==> src/rtl/mesh_terminal_tx.sv <==
`default_nettype none
// +-----------------------------------------------------------------------------+
// | Module   : mesh_terminal_tx                                                 |
// | Purpose  : Host-side packet injector feeding one mesh_gnrtr terminal port:  |
// |            packet assembly, destination filtering, FWFT FIFO and counters.  |
// | Options  : MESH_TX_SEQNUM_EN - stamp payload[7:0] with a sequence number.   |
// | Revision : 1.0 - initial release                                            |
// +-----------------------------------------------------------------------------+
module mesh_terminal_tx #(
   parameter int ROWS       = 4,
   parameter int COLUMS     = 4,
   parameter int pckg_sz    = 40,
   parameter int fifo_depth = 4,
   parameter int ID_ROW     = 0,
   parameter int ID_COL     = 1
) (
   input  logic                          clk,
   input  logic                          reset,
   input  logic                          wr_en,
   input  logic [3:0]                    wr_row,
   input  logic [3:0]                    wr_col,
   input  logic                          wr_mode,
   input  logic [pckg_sz-18:0]           wr_payload,
   output logic                          full,
   output logic                          drop,
   output logic [$clog2(fifo_depth):0]   count,
   output logic [15:0]                   sent_cnt,
   output logic [7:0]                    drop_cnt,
   output logic                          pndng_i_in,
   output logic [pckg_sz-1:0]            data_out_i_in,
   input  logic                          popin
);

   localparam int c_aw = $clog2(fifo_depth);
   localparam int c_cw = c_aw + 1;

   logic [pckg_sz-1:0]  r_mem [fifo_depth];
   logic [c_aw-1:0]     r_wr_ptr;
   logic [c_aw-1:0]     r_rd_ptr;
   logic [c_cw-1:0]     r_count;
   logic                r_drop;
   logic [15:0]         r_sent_cnt;
   logic [7:0]          r_drop_cnt;

   logic                w_bad_dest;
   logic                w_reject;
   logic                w_full;
   logic                w_push;
   logic                w_pop;
   logic [pckg_sz-18:0] w_payload;
   logic [pckg_sz-1:0]  w_packet;

   // Destinations beyond the mesh edge ring, or this terminal itself, are unroutable.
   assign w_bad_dest = ({28'd0, wr_row} > 32'(ROWS + 1))
                     | ({28'd0, wr_col} > 32'(COLUMS + 1))
                     | ((wr_row == 4'(ID_ROW)) && (wr_col == 4'(ID_COL)));

   assign w_reject = wr_en & w_bad_dest;
   assign w_full   = (r_count == c_cw'(fifo_depth));
   assign w_push   = wr_en & ~w_bad_dest & ~w_full;
   assign w_pop    = popin & (r_count != '0);

`ifdef MESH_TX_SEQNUM_EN
   logic [7:0] r_seq;

   always_ff @(posedge clk or negedge reset) begin
      if (!reset) begin
         r_seq <= 8'd0;
      end else if (w_push) begin
         r_seq <= r_seq + 8'd1;
      end
   end

   always_comb begin
      w_payload      = wr_payload;
      w_payload[7:0] = r_seq;
   end
`else
   assign w_payload = wr_payload;
`endif

   assign w_packet = {8'd0, wr_row, wr_col, wr_mode, w_payload};

   // Storage carries no reset; stale entries are masked by the occupancy count.
   always_ff @(posedge clk) begin
      if (w_push) begin
         r_mem[r_wr_ptr] <= w_packet;
      end
   end

   always_ff @(posedge clk or negedge reset) begin
      if (!reset) begin
         r_wr_ptr   <= '0;
         r_rd_ptr   <= '0;
         r_count    <= '0;
         r_drop     <= 1'b0;
         r_sent_cnt <= 16'd0;
         r_drop_cnt <= 8'd0;
      end else begin
         r_drop <= w_reject;
         if (w_reject && (r_drop_cnt != 8'hFF)) begin
            r_drop_cnt <= r_drop_cnt + 8'd1;
         end
         if (w_push) begin
            r_wr_ptr <= r_wr_ptr + 1'b1;
         end
         if (w_pop) begin
            r_rd_ptr   <= r_rd_ptr + 1'b1;
            r_sent_cnt <= r_sent_cnt + 16'd1;
         end
         case ({w_push, w_pop})
            2'b10:   r_count <= r_count + 1'b1;
            2'b01:   r_count <= r_count - 1'b1;
            default: r_count <= r_count;
         endcase
      end
   end

   assign full          = w_full;
   assign drop          = r_drop;
   assign count         = r_count;
   assign sent_cnt      = r_sent_cnt;
   assign drop_cnt      = r_drop_cnt;
   assign pndng_i_in    = (r_count != '0);
   assign data_out_i_in = (r_count != '0) ? r_mem[r_rd_ptr] : '0;

endmodule
`default_nettype wire

==> config.mk <==
export PLATFORM = sky130hd
export DESIGN_NAME = mesh_terminal_tx
export DESIGN_NICKNAME = d
export VERILOG_FILES = /design/src/rtl/mesh_terminal_tx.sv
export SDC_FILE = /design/constraint.sdc
export NUM_CORES = 1
export LEC_CHECK = 0
export ABC_AREA = 1
export CAP_MARGIN = 20
export CORE_ASPECT_RATIO = 1.2
export CORE_MARGIN = 2
export CORE_UTILIZATION = 35
export CTS_CLUSTER_SIZE = 10
export DETAILED_ROUTE_END_ITERATION = 16
export PLACE_DENSITY = 0.64
export SYNTH_ARGS = -nofsm -noshare
export SYNTH_HDL_FRONTEND = slang
export SYNTH_SLANG_ARGS = --single-unit
export TNS_END_PERCENT = 1
==> constraint.sdc <==
create_clock -name clk -period 3.51 [get_ports clk]
set_input_delay 0.702 -clock clk [delete_from_list [all_inputs] [get_ports clk]]
set_output_delay 0.702 -clock clk [all_outputs]
set_load 0.05 [all_outputs]
* Word level (Yosys, flattened, before mapping)
Memories as Yosys holds them, arrays and structs flattened.
Cells that the tools add are included.
** Operators by class
- Add/sub/neg operators :: 6
- Order comparisons :: 2
- Eq/ne operators :: 5
- Mux-type cells :: 4
- Bitwise operators :: 8
- Reduce and logical (&&, ||, !) cells :: 5
** Operators with widths (count)
- $mux W40 :: 1
- $add A16 B1 Y16 const B :: 1
- $add A8 B1 Y8 const B :: 1
- $gt A4 B3 Y1 const B :: 2
- $ne A8 B8 Y1 const B :: 1
- $pmux W3 S2 :: 1
- $add A2 B1 Y2 const B :: 2
- $and A1 B1 Y1 :: 4
- $eq A4 B1 Y1 const B :: 1
- $logic_not A4 Y1 :: 1
- $add A3 B1 Y3 const B :: 1
- $eq A3 B3 Y1 const B :: 1
- $reduce_bool A3 Y1 :: 1
- $sub A3 B1 Y3 const B :: 1
- $eq A2 B1 Y1 const B :: 1
- $eq A2 B2 Y1 const B :: 1
- $logic_and A1 B1 Y1 :: 2
- $mux W1 :: 2
- $not A1 Y1 :: 2
- $or A1 B1 Y1 :: 2
- $reduce_bool A2 Y1 :: 1
** Storage, ports and cells
- Register bits after elaboration :: 32
- Bits in writable memories :: 128
- Input bits :: 36
- Word-level logic and storage cells :: 37
- Memories kept :: 1
** Memories
- r_mem :: depth 4, width 32, rd ports 1, clocked after Yosys merged registers in 0, write ports 1, RTL line 37 : logic [pckg_sz-1:0] r_mem [fifo_depth];

* Logic depth before layout (Yosys ltp)
Gate-level depths: netlist of run 1.
- Depth in word-level cells :: 8
- Gate-level depth with buffers :: 11
- Gate-level depth less buffers :: 11

* Worst setup path after synthesis of run 1
OpenSTA, ideal clock, no wires.
- Kind :: register to register
- Start point :: reg r_count[2], in the netlist count[2]
- End point :: reg r_count[2], in the netlist count[2]
- Setup time :: 0.131 ns
- Data arrival time :: 3.161 ns
- Data required time :: 3.379 ns
- Slack :: 0.218 ns
- Cell stages (with the launch flop) :: 11
- Path buffers :: 0
- Period minus slack after synthesis :: 3.292 ns
- Cells stage by stage :: dfrtp_1 > inv_1 > nor3_1 > nor2_1 > nand3_2 > ha_1 > inv_1 > fa_1 > a21oi_1 > o21ai_0 > xor2_1
** Between the ends
- Longest elaborated chain between the ends :: 5
- Elaborated cells between the ends (all ways) :: 11
- Classes of those cells :: add/sub (2); eq/ne (3); mux (1); bitwise (3); reduce/logical (2)
** Ends and longest elaborated chain
- from (decl) :: RTL line 40 : logic [c_cw-1:0] r_count;
- from (signal assigned) :: RTL line 112 : 2'b10: r_count <= r_count + 1'b1;
- from (signal assigned) :: RTL line 113 : 2'b01: r_count <= r_count - 1'b1;
- from (signal assigned) :: RTL line 114 : default: r_count <= r_count;
- $eq A3 B3 Y1 (*) :: RTL line 59 : assign w_full = (r_count == c_cw'(fifo_depth));
- net full :: RTL line 24 : output logic full,
- $not A1 Y1 (*) :: RTL line 60 : assign w_push = wr_en & ~w_bad_dest & ~w_full;
- $and A1 B1 Y1 (*) :: RTL line 60
- $eq A2 B1 Y1 / $eq A2 B2 Y1 (equally long branches) :: RTL line 111 : case ({w_push, w_pop})
- $pmux W3 S2 / $reduce_bool A2 Y1 (equally long branches)
Mark *: on every way through the listed nets, which the timed path passes. The rest lies on a longest branch.
A chain may end at the register's enable or synchronous reset.

* Worst setup path after layout of run 1
- Start point :: reg r_rd_ptr[0]
- End point :: out data_out_i_in[29]
** Between the ends
- Longest elaborated chain between the ends :: 2
** Ends and longest elaborated chain
- from (decl) :: RTL line 39 : logic [c_aw-1:0] r_rd_ptr;
- from (signal assigned) :: RTL line 108 : r_rd_ptr <= r_rd_ptr + 1'b1;
- $mem_v2 Z4 W32
- $mux W40 :: RTL line 125 : assign data_out_i_in = (r_count != '0) ? r_mem[r_rd_ptr] : '0;
- to (decl) :: RTL line 30 : output logic [pckg_sz-1:0] data_out_i_in,
No other way between the ends.

==> flow_summary_export.csv, run 1 <==
group,metric,value,unit
cts,clock_latency,0.42,ns
synthesis,synth_warnings,0,
timing,fin_tns_setup,0,ns
global_route,grtUsageTotal,0.157,
synthesis,yosys_register_bits,160,
setup_path,path_class,"register to primary output",
power,power.leakage,3.48,nW
layout,final_common_cell,"nor2_1",
global_route,grt_pass1_wl,25000,um
synthesis,ys_seq_area_frac,0.673,
cts,clk_pin_slew,0.06,ns
setup_path,crit_arrival,2.49,ns
timing,worst_slew_pin_slew,0.958,ns
setup_path,cp_common_cell,"nor2_1",
cts,cts_tree,"done",
setup_path,critPathMaxFanout,34,
timing,drv_slew,0,
layout,fin_nets,776,
setup_path,cp-end-kind,"primary output",
min_path,min_path_type,"register to register",
setup_path,crit_chain,"buf_4 > nor2_1 > nor2_1 > o21ai_0 > a21oi_1 > buf_12",
routing,via_per_inst,4.69,
timing,grt_setup_unrepaired,"no",
synthesis,ys_top_cells_by_area,"edfxtp_1 56%, dfrtp_1 12%, nor2_1 8.2%",
timing,setup-violations-final,0,
cts,hold_buffers,0,
setup_path,start_kind,"register",
die,rows,56,
die,core_area,19500,um^2
timing,fmax,314,MHz
placement,io_buffers,97,
run_status,outcome,"finished, final reports clean",
routing,via_count,4717,
routing,antenna_left,0,
synthesis,syn_inst,629,
layout,layout_common_cells,"146 x nor2_1, 128 x edfxtp_1, 72 x o21ai_0",
synthesis,syn_area_per_cell,11.0,um^2
layout,fin_area,9130,um^2
layout,ff_latch_area,4650,um^2
timing,fin_crit_sh,0.909,
timing,relSlewSlack,0.360,
die,dieArea,20900,um^2
synthesis,synth_cell_types,28,
synthesis,synth_area,6900,um^2
routing,drt-total-wl,15500,um
die,die-height,158,um
cts,clockBufferDepth,2,
routing,first_pass_iters,5,
job,maxCapViolCount,0,
layout,fill_cells,1796,
cts,cts_made_buffers,17,
placement,dp.final_hpwl,9890,um
routing,drtIter0Drc,333,
timing,hold_viol_final,0,
layout,diodes,0,
setup_path,slowest_delay,0.77,ns
timing,period_needed,3.19,ns
setup_path,cp.required,2.81,ns
cts,cts-htree-levels,4,
placement,gp_congestion,0.822,
cts,postCtsSetupBuffers,0,
synthesis,synth.largest_area_cell,"edfxtp_1",
die,die_x,132,um
routing,wire_per_inst,15.4,um
die,start_util,0.354,
layout,multi_input_area,1950,um^2
cts,cts-root-buf,"clkbuf_16",
cts,clock_sinks,160,
global_route,antenna_found_initial,0,
global_route,grt_overflow,0,
die,io_pins,106,
global_route,grt_max_degree,55,
placement,placed_area,8510,um^2
layout,drive_above_1_share,0.122,
power,powerDensity,969,nW/um^2
synthesis,synth_top_cell_area_share,0.557,
global_route,grt_pass1_vias,4764,
timing,fin_worst_skew,0.00777,ns
setup_path,crit_slowest_cell,"dfrtp_2",
cts,cts_resized,0,
layout,area_growth,32.2,%
power,ir_drop,0.531,mV
routing,drc,0,
[cell families (layout without fill, tap and decap cells)]
group                      count (synthesis)  after routing  synth area share
adders and majority gates                  8              8            0.0156
xor gates and xnor gates                  16             16            0.0203
other                                      1              8          0.000543
buffers and inverters                     78            187            0.0535
and+or+nand+nor                          260            260             0.160
DFF                                      160            160             0.673
AOI/OAI and AO/OA                        106            106            0.0769
[path summary, 6_finish.rpt]
path | start | end | slack (ns) | cells after the start
worst min-delay path | sent_cnt[15] | sent_cnt[15] | 0.52 | 2
min in group asynchronous | reset | sent_cnt[13] | 0.68 | 2
max in group asynchronous | reset | r_rd_ptr[0] | 2.49 | 2
worst max register to register | count[2] | count[2] | 1.04 | 10
worst max-delay path | r_rd_ptr[0] | data_out_i_in[29] | 0.32 | 6
worst min register to register | sent_cnt[15] | sent_cnt[15] | 0.52 | 2
[where the power goes]
part | switching (mW) | internal, mW
clock | 0.733 | 1.19
combinational | 2.73 | 1.78
sequential | 0.201 | 2.21
total | 3.67 | 5.17
[critical path: cells and delay by family (launching register included)]
kind            cells  cell delay, ns
buf+inv             2            0.65
simple gates        2            0.19
flops               1            0.77
compound gates      2            0.44
[per-stage QoR]
stage               power, mW  worst slack (ns)  hold slack, ns  utilization  std cells
detailed placement       7.00             0.350           0.502        0.437        974
finish                   8.84             0.321           0.518        0.469       1006
global placement         6.97             0.447           0.497        0.437        974
floorplan                4.97             0.218           0.406            -        636
global route             9.30             0.135           0.525        0.469       1006
CTS                      8.94             0.297           0.517        0.469       1006
[area by class of cell]
type / count / area share
clock inverters: 14 / 0.0204
multi-input cells: 398 / 0.213
well taps: 261 / 0.0358
repair buffers: 110 / 0.156
clock buffers: 18 / 0.0470
inverters: 45 / 0.0185
flip-flops and latches: 160 / 0.509
[cell usage after synthesis]
cell	instances
clkbuf_1	9
nor2_1	150
nand3b_1	1
buf_4	15
nand3_4	3
a21oi_1	34
nand3_2	2
fa_1	1
buf_2	8
nor2_4	1
ha_1	7
nand3_1	12
clkbuf_8	1
edfxtp_1	128
conb_1	1
o21ai_0	72
inv_1	42
dfrtp_1	32
nand2_2	1
nor3_1	4
inv_2	3
xor2_1	11
nand4_1	11
nor3b_1	1
nor2_2	2
nand2_1	71
xnor2_1	5
nand2_4	1
[sequential cells by signal, indices dropped and copies added, names as in the netlist]
signal    count
drop          1
drop_cnt      8
count         3
r_wr_ptr      2
sent_cnt     16
r_mem       128
r_rd_ptr      2
[per-layer routing]
| metal | vias to the layer above | GRT usage | wire length (um) |
|---|---|---|---|
| met5 | - | 0 | 0 |
| met3 | 25 | 0.0467 | 814 |
| met2 | 120 | 0.270 | 7830 |
| met4 | 0 | 0.0727 | 400 |
| met1 | 2253 | 0.182 | 6420 |
| li1 | 2319 | - | - |
Note: power is estimated with default switching activity, not from simulation.
==> run 2: changes to the inputs <==
--- a/config.mk
+++ b/config.mk
@@ -9,10 +9,11 @@
 export CAP_MARGIN = 20
 export CORE_ASPECT_RATIO = 1.2
 export CORE_MARGIN = 2
-export CORE_UTILIZATION = 35
+export CORE_UTILIZATION = 54
 export CTS_CLUSTER_SIZE = 10
 export DETAILED_ROUTE_END_ITERATION = 16
-export PLACE_DENSITY = 0.64
+export GPL_TIMING_DRIVEN = 1
+export PLACE_DENSITY = 0.88
 export SYNTH_ARGS = -nofsm -noshare
 export SYNTH_HDL_FRONTEND = slang
 export SYNTH_SLANG_ARGS = --single-unit
==> flow_summary_export.csv, run 2 (same netlist as run 1, synthesis figures left out) <==
group,metric,value,unit
run_status,outcome,"finished, final reports clean",
layout,diodes,0,
timing,drv_slew,0,
setup_path,path_buf_inv,2,
placement,numPlacedInstances,876,
power,power_frac_comb,0.527,
power,power.leakage,3.43,nW
die,io_pins,106,
power,swShare,0.429,
layout,layout_common_cells,"146 x nor2_1, 128 x edfxtp_1, 72 x o21ai_0",
timing,hold_slack,0.524,ns
timing,relSlewSlack,0.266,
die,rows,45,
routing,via_per_inst,5.52,
layout,post_layout_nonfiller_instances,908,
timing,hold_viol_final,0,
cts,cts_made_buffers,17,
cts,cts_tree,"done",
routing,drc,0,
global_route,use_met3,0.0595,
timing,fin_crit_sh,0.871,
setup_path,ff2ff_setup_slack,1.04,ns
layout,largest_register,"r_mem",
cts,clock_latency,0.42,ns
power,powerDensity,970,nW/um^2
power,clock_power_share,0.199,
setup_path,cp.required,2.81,ns
placement,dp.final_hpwl,10300,um
layout,postLayoutCoreUtil,0.710,
layout,fill_cells,809,
power,ir_drop,0.772,mV
global_route,antenna_found_initial,0,
cts,clock_sinks,160,
setup_path,cp-end-kind,"primary output",
timing,grt_setup_unrepaired,"no",
die,dieArea,13700,um^2
routing,wire_per_inst,17.4,um
layout,area_growth,29.2,%
routing,drtIter0Drc,529,
cts,cts-htree-levels,4,
setup_path,critPathMaxFanout,65,
die,start_util,0.550,
timing,worst_slew_pin_slew,1.10,ns
setup_path,crit_slowest_cell,"inv_2",
routing,via_count,5010,
cts,hold_buffers,0,
global_route,grtUsageMet1,0.279,
setup_path,crit_family,"buffers and inverters",
setup_path,crit_chain,"inv_2 > o21ai_0 > a21oi_1 > buf_12",
global_route,grt_pass1_wl,24900,um
cts,cts-root-buf,"clkbuf_16",
setup_path,crit_arrival,2.35,ns
global_route,grt_pass1_vias,5091,
layout,largest_reg_flops,128,
placement,gp_congestion,0.899,
global_route,grt_busiest_layer,"met2",
setup_path,path_class,"register to primary output",
power,p_int,4.94,mW
min_path,min_path_type,"register to register",
cts,postCtsSetupBuffers,0,
layout,final_common_cell,"nor2_1",
routing,antenna_left,0,
setup_path,slowest_delay,0.67,ns
global_route,grt_max_degree,66,
timing,fin_worst_skew,0.0100,ns
cts,cts_resized,0,
timing,fin_tns_setup,0,ns
cts,clockBufferDepth,2,
die,core_area,12600,um^2
routing,drt-total-wl,15800,um
setup_path,start_kind,"register",
placement,io_buffers,97,
power,seq_power_share,0.273,
global_route,grtUsageTotal,0.239,
cts,clk_pin_slew,0.06,ns
routing,first_pass_iters,5,
layout,fin_nets,775,
die,die-height,128,um
global_route,grt_overflow,0,
timing,fmax,327,MHz
timing,setup-violations-final,0,
timing,period_needed,3.06,ns
power,total_power,8.65,mW
job,maxCapViolCount,0,
power,p_switching,3.71,mW
global_route,gr-usage-met2,0.420,
layout,drive_above_1_share,0.125,
die,die_x,107,um
==> run 2: tightest hold or removal path: stages (launching register included) <==
cell and delay, ns:
dfrtp_1 0.38, nand2_1 0.06, nand2_1 0.05
==> run 2: power by group through the flow <==
stage	registers, mW	clock network, mW	logic [mW]
4_1_cts	2.36	1.75	4.57
6_report	2.36	1.73	4.56
5_1_grt	2.38	1.82	4.81
3_5_place_dp	2.39	0	4.54
3_3_place_gp	2.38	0	4.43
2_1_floorplan	2.64	0	2.33
==> run 2: worst paths after layout <==
kind | from | endpoint | depth (start not counted)
max in group asynchronous | reset | drop_cnt[6] | 2
min in group asynchronous | reset | sent_cnt[15] | 1
hold / removal | sent_cnt[15] | sent_cnt[15] | 2
setup reg to reg | count[0] | count[2] | 9
setup / recovery | r_rd_ptr[0] | data_out_i_in[29] | 4
hold reg to reg | sent_cnt[15] | sent_cnt[15] | 2
==> run 2: layer usage <==
metal / vias to the layer above / wire, um
met1: 2392 / 5800
met4: 0 / 410
met3: 36 / 1350
li1: 2322 / -
met5: - / 0
met2: 260 / 8200
==> run 2: area by class of cell <==
type,instances,area [um^2],share of cell area
tap,164,205,0.0230
clock inverter,15,135,0.0151
timing repair buffer,109,1390,0.156
clock buffer,17,425,0.0477
sequential,160,4650,0.521
multi-input combinational,398,1950,0.218
inverter,45,169,0.0189
==> run 2: per-stage QoR <==
| step | setup WS, ns | area [um^2] |
|---|---|---|
| after floorplan | 0.218 | 6930 |
| after global placement | 0.534 | 8360 |
| after detailed placement | 0.356 | 8360 |
| after CTS | 0.449 | 8920 |
| after global routing | 0.338 | 8920 |
| final | 0.454 | 8920 |
